<file path="src/rtl/serial_subtractor_if.sv">
// Start/busy/done handshake and operand/result bundle for the bit-serial subtractor.
interface serial_subtractor_if #(
    parameter int WIDTH = 8
);
    logic             start;
    logic [WIDTH-1:0] a;
    logic [WIDTH-1:0] b;
    logic             bin;
    logic             busy;
    logic             done;
    logic [WIDTH-1:0] diff;
    logic             bout;
    logic             ovf;

    modport master (
        output start, a, b, bin,
        input  busy, done, diff, bout, ovf
    );

    modport slave (
        input  start, a, b, bin,
        output busy, done, diff, bout, ovf
    );
endinterface

</file>
<file path="src/rtl/serial_subtractor.sv">
// Bit-serial a - b - bin, one bit per clock LSB-first, through a full-subtractor
// cell with a registered borrow. Results stay held until the next completion.
//
// state | meaning
// IDLE  | waiting for start
// SHIFT | one operand bit per cycle, count = bit index
// DONE  | one-cycle result pulse, may accept the next start
module serial_subtractor #(
    parameter int WIDTH = 8
) (
    input  logic              clk,
    input  logic              rst,
    serial_subtractor_if.slave sub_if
);
    localparam int CW = (WIDTH > 1) ? $clog2(WIDTH) : 1;

    typedef enum logic [1:0] {S_IDLE, S_SHIFT, S_DONE} state_t;

    state_t           state_q, state_d;
    logic [WIDTH-1:0] a_q, a_d;
    logic [WIDTH-1:0] b_q, b_d;
    logic [WIDTH-1:0] res_q, res_d;
    logic [WIDTH-1:0] diff_q, diff_d;
    logic [CW-1:0]    cnt_q, cnt_d;
    logic             br_q, br_d;
    logic             bout_q, bout_d;
    logic             ovf_q, ovf_d;
    logic             a_msb_q, a_msb_d;
    logic             b_msb_q, b_msb_d;

    logic             d_bit;
    logic             br_nxt;
    logic             last_bit;
    logic [WIDTH-1:0] res_sh;

    assign d_bit    = a_q[0] ^ b_q[0] ^ br_q;
    assign br_nxt   = (~a_q[0] & b_q[0]) | (~(a_q[0] ^ b_q[0]) & br_q);
    assign last_bit = (cnt_q == CW'(WIDTH - 1));

    // New difference bit enters at the MSB so bit 0 ends at the LSB after WIDTH shifts.
    always_comb begin
        res_sh            = res_q >> 1;
        res_sh[WIDTH-1]   = d_bit;
    end

    always_comb begin
        state_d = state_q;
        a_d     = a_q;
        b_d     = b_q;
        res_d   = res_q;
        diff_d  = diff_q;
        cnt_d   = cnt_q;
        br_d    = br_q;
        bout_d  = bout_q;
        ovf_d   = ovf_q;
        a_msb_d = a_msb_q;
        b_msb_d = b_msb_q;

        case (state_q)
            S_SHIFT: begin
                a_d   = a_q >> 1;
                b_d   = b_q >> 1;
                res_d = res_sh;
                br_d  = br_nxt;
                if (last_bit) begin
                    diff_d  = res_sh;
                    bout_d  = br_nxt;
                    // d_bit is the result MSB on the final cycle
                    ovf_d   = (a_msb_q != b_msb_q) && (d_bit != a_msb_q);
                    state_d = S_DONE;
                end else begin
                    cnt_d = cnt_q + 1'b1;
                end
            end
            default: begin
                if (sub_if.start) begin
                    a_d     = sub_if.a;
                    b_d     = sub_if.b;
                    br_d    = sub_if.bin;
                    a_msb_d = sub_if.a[WIDTH-1];
                    b_msb_d = sub_if.b[WIDTH-1];
                    cnt_d   = '0;
                    state_d = S_SHIFT;
                end else begin
                    state_d = S_IDLE;
                end
            end
        endcase
    end

    always_ff @(posedge clk or posedge rst) begin
        if (rst) begin
            state_q <= S_IDLE;
            a_q     <= '0;
            b_q     <= '0;
            res_q   <= '0;
            diff_q  <= '0;
            cnt_q   <= '0;
            br_q    <= 1'b0;
            bout_q  <= 1'b0;
            ovf_q   <= 1'b0;
            a_msb_q <= 1'b0;
            b_msb_q <= 1'b0;
        end else begin
            state_q <= state_d;
            a_q     <= a_d;
            b_q     <= b_d;
            res_q   <= res_d;
            diff_q  <= diff_d;
            cnt_q   <= cnt_d;
            br_q    <= br_d;
            bout_q  <= bout_d;
            ovf_q   <= ovf_d;
            a_msb_q <= a_msb_d;
            b_msb_q <= b_msb_d;
        end
    end

    assign sub_if.busy = (state_q == S_SHIFT);
    assign sub_if.done = (state_q == S_DONE);
    assign sub_if.diff = diff_q;
    assign sub_if.bout = bout_q;
    assign sub_if.ovf  = ovf_q;
endmodule

</file>
<file path="src/flat_wrapper.sv">
// flat-port wrapper written by rule: the top's interface ports become plain ports
module serial_subtractor_flat 
#(
    parameter int WIDTH = 8
)
  (clk, rst, sub_if_start, sub_if_a, sub_if_b, sub_if_bin, sub_if_busy, sub_if_done, sub_if_diff, sub_if_bout, sub_if_ovf);
  serial_subtractor_if #(.WIDTH(WIDTH)) sub_if_i ();
  input  logic clk;
  input  logic rst;
  input wire logic [$bits(sub_if_i.start)-1:0] sub_if_start;
  input wire logic [$bits(sub_if_i.a)-1:0] sub_if_a;
  input wire logic [$bits(sub_if_i.b)-1:0] sub_if_b;
  input wire logic [$bits(sub_if_i.bin)-1:0] sub_if_bin;
  output wire logic [$bits(sub_if_i.busy)-1:0] sub_if_busy;
  output wire logic [$bits(sub_if_i.done)-1:0] sub_if_done;
  output wire logic [$bits(sub_if_i.diff)-1:0] sub_if_diff;
  output wire logic [$bits(sub_if_i.bout)-1:0] sub_if_bout;
  output wire logic [$bits(sub_if_i.ovf)-1:0] sub_if_ovf;
  assign sub_if_i.start = sub_if_start;
  assign sub_if_i.a = sub_if_a;
  assign sub_if_i.b = sub_if_b;
  assign sub_if_i.bin = sub_if_bin;
  assign sub_if_busy = sub_if_i.busy;
  assign sub_if_done = sub_if_i.done;
  assign sub_if_diff = sub_if_i.diff;
  assign sub_if_bout = sub_if_i.bout;
  assign sub_if_ovf = sub_if_i.ovf;
  serial_subtractor #(.WIDTH(WIDTH)) u_core (.clk(clk), .rst(rst), .sub_if(sub_if_i));
endmodule
</file>
<file path="config.mk">
export PLATFORM = sky130hd
export DESIGN_NAME = serial_subtractor_flat
export DESIGN_NICKNAME = d
export VERILOG_FILES = /design/src/rtl/serial_subtractor_if.sv /design/src/rtl/serial_subtractor.sv /design/src/flat_wrapper.sv
export SDC_FILE = /design/constraint.sdc
export NUM_CORES = 1
export LEC_CHECK = 0
export BUFFER_PORTS_ARGS = -buffer_cell sky130_fd_sc_hd__buf_2
export CAP_MARGIN = 10
export CORE_ASPECT_RATIO = 1.75
export CORE_MARGIN = 2
export CORE_UTILIZATION = 52
export DETAILED_ROUTE_END_ITERATION = 16
export PLACE_DENSITY = 0.75
export SLEW_MARGIN = 40
export SYNTH_ARGS = -nofsm -noshare
export SYNTH_HDL_FRONTEND = slang
export SYNTH_SLANG_ARGS = --single-unit
</file>
<file path="constraint.sdc">
create_clock -name clk -period 1.9 [get_ports clk]
set_input_delay 0.38 -clock clk [delete_from_list [all_inputs] [get_ports clk]]
set_output_delay 0.38 -clock clk [all_outputs]
set_load 0.05 [all_outputs]
</file>
==> results_dict.tcl, run 1 <==
set metrics [dict create \
    avgRoutedWirePerCell_um 12.7 \
    period_needed_ns 1.72 \
    firstDrtPassIters 4 \
    yosys_warnings 0 \
    clk_latency_ns 0.29 \
    area_delta_synth_final_pct 14.0 \
    postCtsSetupBuffers 0 \
    grt_use_total 0.176 \
    path_max_fanout 12 \
    clock-sinks 41 \
    crit_arrival_ns 1.34 \
    gp_congestion 0.742 \
    rsz0062_at_grt "false" \
    clockBufferDepth 2 \
    post_cts_resized 0 \
    start_kind "flip-flop" \
    yosysUniqueCellTypes 24 \
    power.leakage_nw 1.10 \
    layout_commonest_cell "dfrtp_1" \
    drc 0 \
    die_h_um 82.1 \
    hold_path_class "in2async" \
    ys_seq_area_frac 0.566 \
    synth_top_flop_cell "dfrtp_1" \
    synth-async-reset-ratio 1.00 \
    ios 32 \
    utilization 0.614 \
    initial_core_util 0.539 \
    vdd_ir_drop_max_uv 853 \
    num-nets-final 211 \
    layout_common_cells "dfrtp_1, nand2_1, buf_2" \
    cts_buffers 5 \
    port_buffers 31 \
    cts_hold_buffers 0 \
    cts_max_level 2 \
    required_ns 1.52 \
    num_rows 28 \
    finalSetupViolCount 0 \
    drive_gt1_frac 0.303 \
    root_buffer "clkbuf_8" \
    syn_area_sq_um 1810 \
    grt_pass1_vias 1217 \
    cts_tree "yes" \
    synthesis.nets 177 \
    crit_path_end_kind "primary output" \
    hold_violations 0 \
    core_area_sq_um 3360 \
    grt_pass1_wl_um 5280 \
    grt.overflow.total 0 \
    avgSynthCellArea_sq_um 11.8 \
    drt_iter0_markers 23 \
    period_share 0.906 \
    fin_setup_tns_ns 0 \
    die_area_sq_um 3990 \
    synthCells 154 \
    fin_hold_ws_ns 0.203 \
    vias 1174 \
    dieWidth_um 48.6 \
    outcome "complete, no violations" \
    dpl.hpwl_um 2160 \
    vias_per_cell 5.04 \
    slew_headroom 0.666 \
    clk_pin_slew_ns 0.07 \
    grt_max_degree 42 \
    fmax_mhz 581 \
    diodes 0 \
    power.density_nw_per_um2 1670 \
    detail-route-antenna-nets 0 \
    clock_skew_ns 0.00455 \
    critPathKind "reg2out" \
    wl_um 2950 \
    slew_viol_final 0 \
    ys_ff_latch 41 \
    maxCapViolCount 0 \
    synth_edf_count 0 \
    worst_pin_slew_ns 0.500 \
    antenna_found_initial 0 \
]
## cells by family (layout without fill, tap and decap cells)
kind of cell    Yosys count  after routing  share of synthesized area
mux                      27             27                      0.169
buf+inv                  14             48                     0.0532
flops                    41             41                      0.566
simple gates             47             47                      0.119
compound gates           22             22                     0.0677
fa+ha+maj                 3              3                     0.0249
## metal layers
metal | routed length, um | global-route usage | vias to the layer above
li1 | - | - | 576
met1 | 1200 | 0.184 | 564
met2 | 1560 | 0.329 | 28
met3 | 131 | 0.0400 | 6
met4 | 63 | 0.0857 | 0
met5 | 0 | 0 | -
## synthesized netlist by cell type (all sizes together) (2+ instances only)
| cell type | instances | area (sq um) |
|---|---|---|
| a21oi | 2 | 10.0 |
| a22o | 2 | 17.5 |
| buf | 8 | 73.8 |
| dfrtp | 41 | 1030 |
| ha | 2 | 25.0 |
| inv | 6 | 22.5 |
| mux2 | 11 | 146 |
| mux2i | 16 | 160 |
| nand2 | 39 | 154 |
| nor2 | 4 | 17.5 |
| o21ai | 17 | 85.1 |
## worst max-delay path, stage by stage, from the launching register on
cell and delay (ns):
dfrtp_1 0.38, nand2b_2 0.19, inv_2 0.18, buf_2 0.30
## power by group
| group | leakage (nW) | internal [mW] | switching, mW |
|---|---|---|---|
| combinational | 0.535 | 0.544 | 0.897 |
| sequential | 0.519 | 1.24 | 0.211 |
| clock | 0.0443 | 0.288 | 0.265 |
| total | 1.10 | 2.08 | 1.37 |
## final timing paths
path                       depth (start not counted)                             to                     startpoint  slack [ns]
max                                                3                    sub_if_busy  u_core.state_q[1]$_DFFE_PP0P_        0.18
min                                                3  u_core.state_q[1]$_DFFE_PP0P_                            rst        0.20
max reg2reg                                        5    u_core.cnt_q[0]$_DFFE_PP0P_    u_core.cnt_q[0]$_DFFE_PP0P_        0.32
min reg2reg                                        2      u_core.a_q[3]$_DFFE_PP0P_      u_core.a_q[4]$_DFFE_PP0P_        0.49
max in group asynchronous                          3     u_core.b_msb_q$_DFFE_PP0P_                            rst        1.35
min in group clk                                   2     u_core.b_msb_q$_DFFE_PP0P_                    sub_if_b[7]        0.34
## sequential cells by signal, indices dropped and copies added (netlist names), 2 cells and up
name and flops:
u_core.state_q 2, u_core.cnt_q 3, u_core.b_q 8, u_core.res_q 7, u_core.a_q 8, u_core.sub_if.diff 8
## stage by stage
step	instance area, sq um	power [mW]	instances	setup WS [ns]
floorplan	1810	2.65	154	0.399
global placement	1980	2.86	226	0.359
detailed placement	1980	2.94	226	0.313
CTS	2070	3.51	233	0.150
global route	2070	3.71	233	0.0818
finish	2070	3.45	233	0.178
## final cells by class
class	instances	area, sq um
flip-flops and latches	41	1030
fillers	317	1300
multi-input cells	99	689
inverters	6	22.5
repair buffers	35	185
well taps	45	56.3
clock buffers	7	86.3
(Power assumes the default switching activity.)
==> run 2, diff against run 1 <==
==> constraint.sdc (replaced) <==
create_clock -name clk -period 1.9 [get_ports clk]
set_input_delay 0.095 -clock clk [delete_from_list [all_inputs] [get_ports clk]]
set_output_delay 0.095 -clock clk [all_outputs]
set_load 0.05 [all_outputs]
==> run 2 against run 1 <==
  * Global-route usage is 1.5 points higher
  * Critical endpoint is now u_core.cnt_q[0]$_DFFE_PP0P_
  * Via count is 0.34% higher
  * Combinational power hardly changed
  * Clock power is 31% higher
  * Sequential power hardly changed
  * Critical path type is now reg2reg
==> results_dict.tcl, run 2 (synthesized netlist as in run 1, its figures left out) <==
set metrics [dict create \
    vdd_ir_drop_max_uv 1350 \
    p_total_mw 3.64 \
    diodes 0 \
    avgRoutedWirePerCell_um 13.8 \
    clock-sinks 41 \
    vias_per_cell 5.03 \
    pre_cts_slack_ns 0.254 \
    ios 32 \
    slew_headroom 0.623 \
    critPathKind "reg2reg" \
    die_area_sq_um 3990 \
    clk_latency_ns 0.30 \
    clk_pin_slew_ns 0.08 \
    root_buffer "clkbuf_8" \
    fmax_mhz 609 \
    outcome "complete, no violations" \
    num-nets-final 211 \
    dieWidth_um 48.6 \
    layout.cells.non_filler 234 \
    drive_gt1_frac 0.302 \
    period_share 0.864 \
    dpl.hpwl_um 2280 \
    antenna_found_initial 0 \
    cts_tree "yes" \
    grt_pass1_vias 1240 \
    clock_skew_ns 0.0107 \
    layout_setup_ws_ns 0.259 \
    gp_congestion 0.761 \
    dp.cells 225 \
    layout_common_cells "dfrtp_1, nand2_1, buf_2" \
    worst_pin_slew_ns 0.566 \
    layout_commonest_cell "dfrtp_1" \
    num_rows 28 \
    regArea_sq_um 1030 \
    slew_viol_final 0 \
    required_ns 2.08 \
    post_cts_resized 0 \
    grt_max_degree 42 \
    area_delta_synth_final_pct 15.8 \
    period_needed_ns 1.64 \
    reg2regPathDepth 5 \
    firstDrtPassIters 4 \
    vias 1178 \
    grt_pass1_wl_um 5620 \
    clockBufferDepth 2 \
    hold_violations 0 \
    power.density_nw_per_um2 1740 \
    cts_max_level 2 \
    port_buffers 31 \
    fin_setup_tns_ns 0 \
    grt.overflow.total 0 \
    start_kind "flip-flop" \
    path_max_fanout 14 \
    maxCapViolCount 0 \
    crit_path_end_kind "flip-flop" \
    die_h_um 82.1 \
    detail-route-antenna-nets 0 \
    wl_um 3230 \
    multi_input_area_sq_um 689 \
    core_area_sq_um 3360 \
    grt_use_total 0.190 \
    initial_core_util 0.539 \
    utilization 0.624 \
    finalSetupViolCount 0 \
    crit_arrival_ns 1.82 \
    fillers 282 \
    rsz0062_at_grt "false" \
    drt_iter0_markers 27 \
    power.leakage_nw 1.11 \
    cts_buffers 5 \
    hold_path_class "in2reg" \
    hold_depth 2 \
    drc 0 \
]
[run 2: changes by cell type in the layout (fill, tap and decap cells not counted), sizes merged]
cell / before / now
buf: 35 / 34
bufinv: 0 / 1
dlygate4sd3: 0 / 1
[run 2: worst paths after layout]
kind,endpoint,startpoint,slack (ns)
max reg2reg,u_core.cnt_q[0]$_DFFE_PP0P_,u_core.cnt_q[0]$_DFFE_PP0P_,0.26
min reg2reg,u_core.res_q[1]$_DFFE_PP0P_,u_core.res_q[1]$_DFFE_PP0P_,0.49
max,u_core.cnt_q[0]$_DFFE_PP0P_,u_core.cnt_q[0]$_DFFE_PP0P_,0.26
min,u_core.a_msb_q$_DFFE_PP0P_,sub_if_a[7],0.05
min in group asynchronous,u_core.cnt_q[1]$_DFFE_PP0P_,rst,0.46
max in group asynchronous,u_core.b_q[4]$_DFFE_PP0P_,rst,1.10
[run 2: worst max-delay path: stages, from the launching register on]
cell	delay, ns
dfrtp_1	0.39
ha_1	0.21
ha_1	0.23
nand3b_4	0.21
o21ai_1	0.18
mux2_2	0.31
[run 2: where the power goes]
part | total, mW | internal (mW) | switching (mW) | leakage, nW
Clock | 0.724 | 0.428 | 0.296 | 0.0585
Combinational | 1.46 | 0.544 | 0.915 | 0.535
Sequential | 1.46 | 1.24 | 0.217 | 0.519
Total | 3.64 | 2.22 | 1.43 | 1.11
[run 2: metrics by stage]
| step | hold WS, ns | cell area [sq um] |
|---|---|---|
| finish | 0.0472 | 2100 |
| global route | 0.0521 | 2100 |
| CTS | 0.0416 | 2100 |
| detailed placement | 0.249 | 1970 |
| global placement | 0.235 | 1970 |
| floorplan | 0.244 | 1810 |
[run 2: cell type report]
class | count | area share
Multi-Input combinational cell | 99 | 0.329
Timing Repair Buffer | 35 | 0.0894
Sequential cell | 41 | 0.489
Clock inverter | 1 | 0.0143
Inverter | 6 | 0.0107
Clock buffer | 7 | 0.0411
Tap cell | 45 | 0.0268
[run 2: timing repair]
item,4_1_cts,5_1_grt
buffers inserted,0,0
hold endpoints to repair,41,0
hold buffers,1,0
endpoints found under the setup margin,0,0
[run 2: metal layers]
layer / global-route usage / up-vias / part of all wire
li1: - / 577 / -
met1: 0.217 / 571 / 0.40
met2: 0.326 / 25 / 0.54
met3: 0.0509 / 5 / 0.034
met4: 0.103 / 0 / 0.024
met5: 0 / - / 0
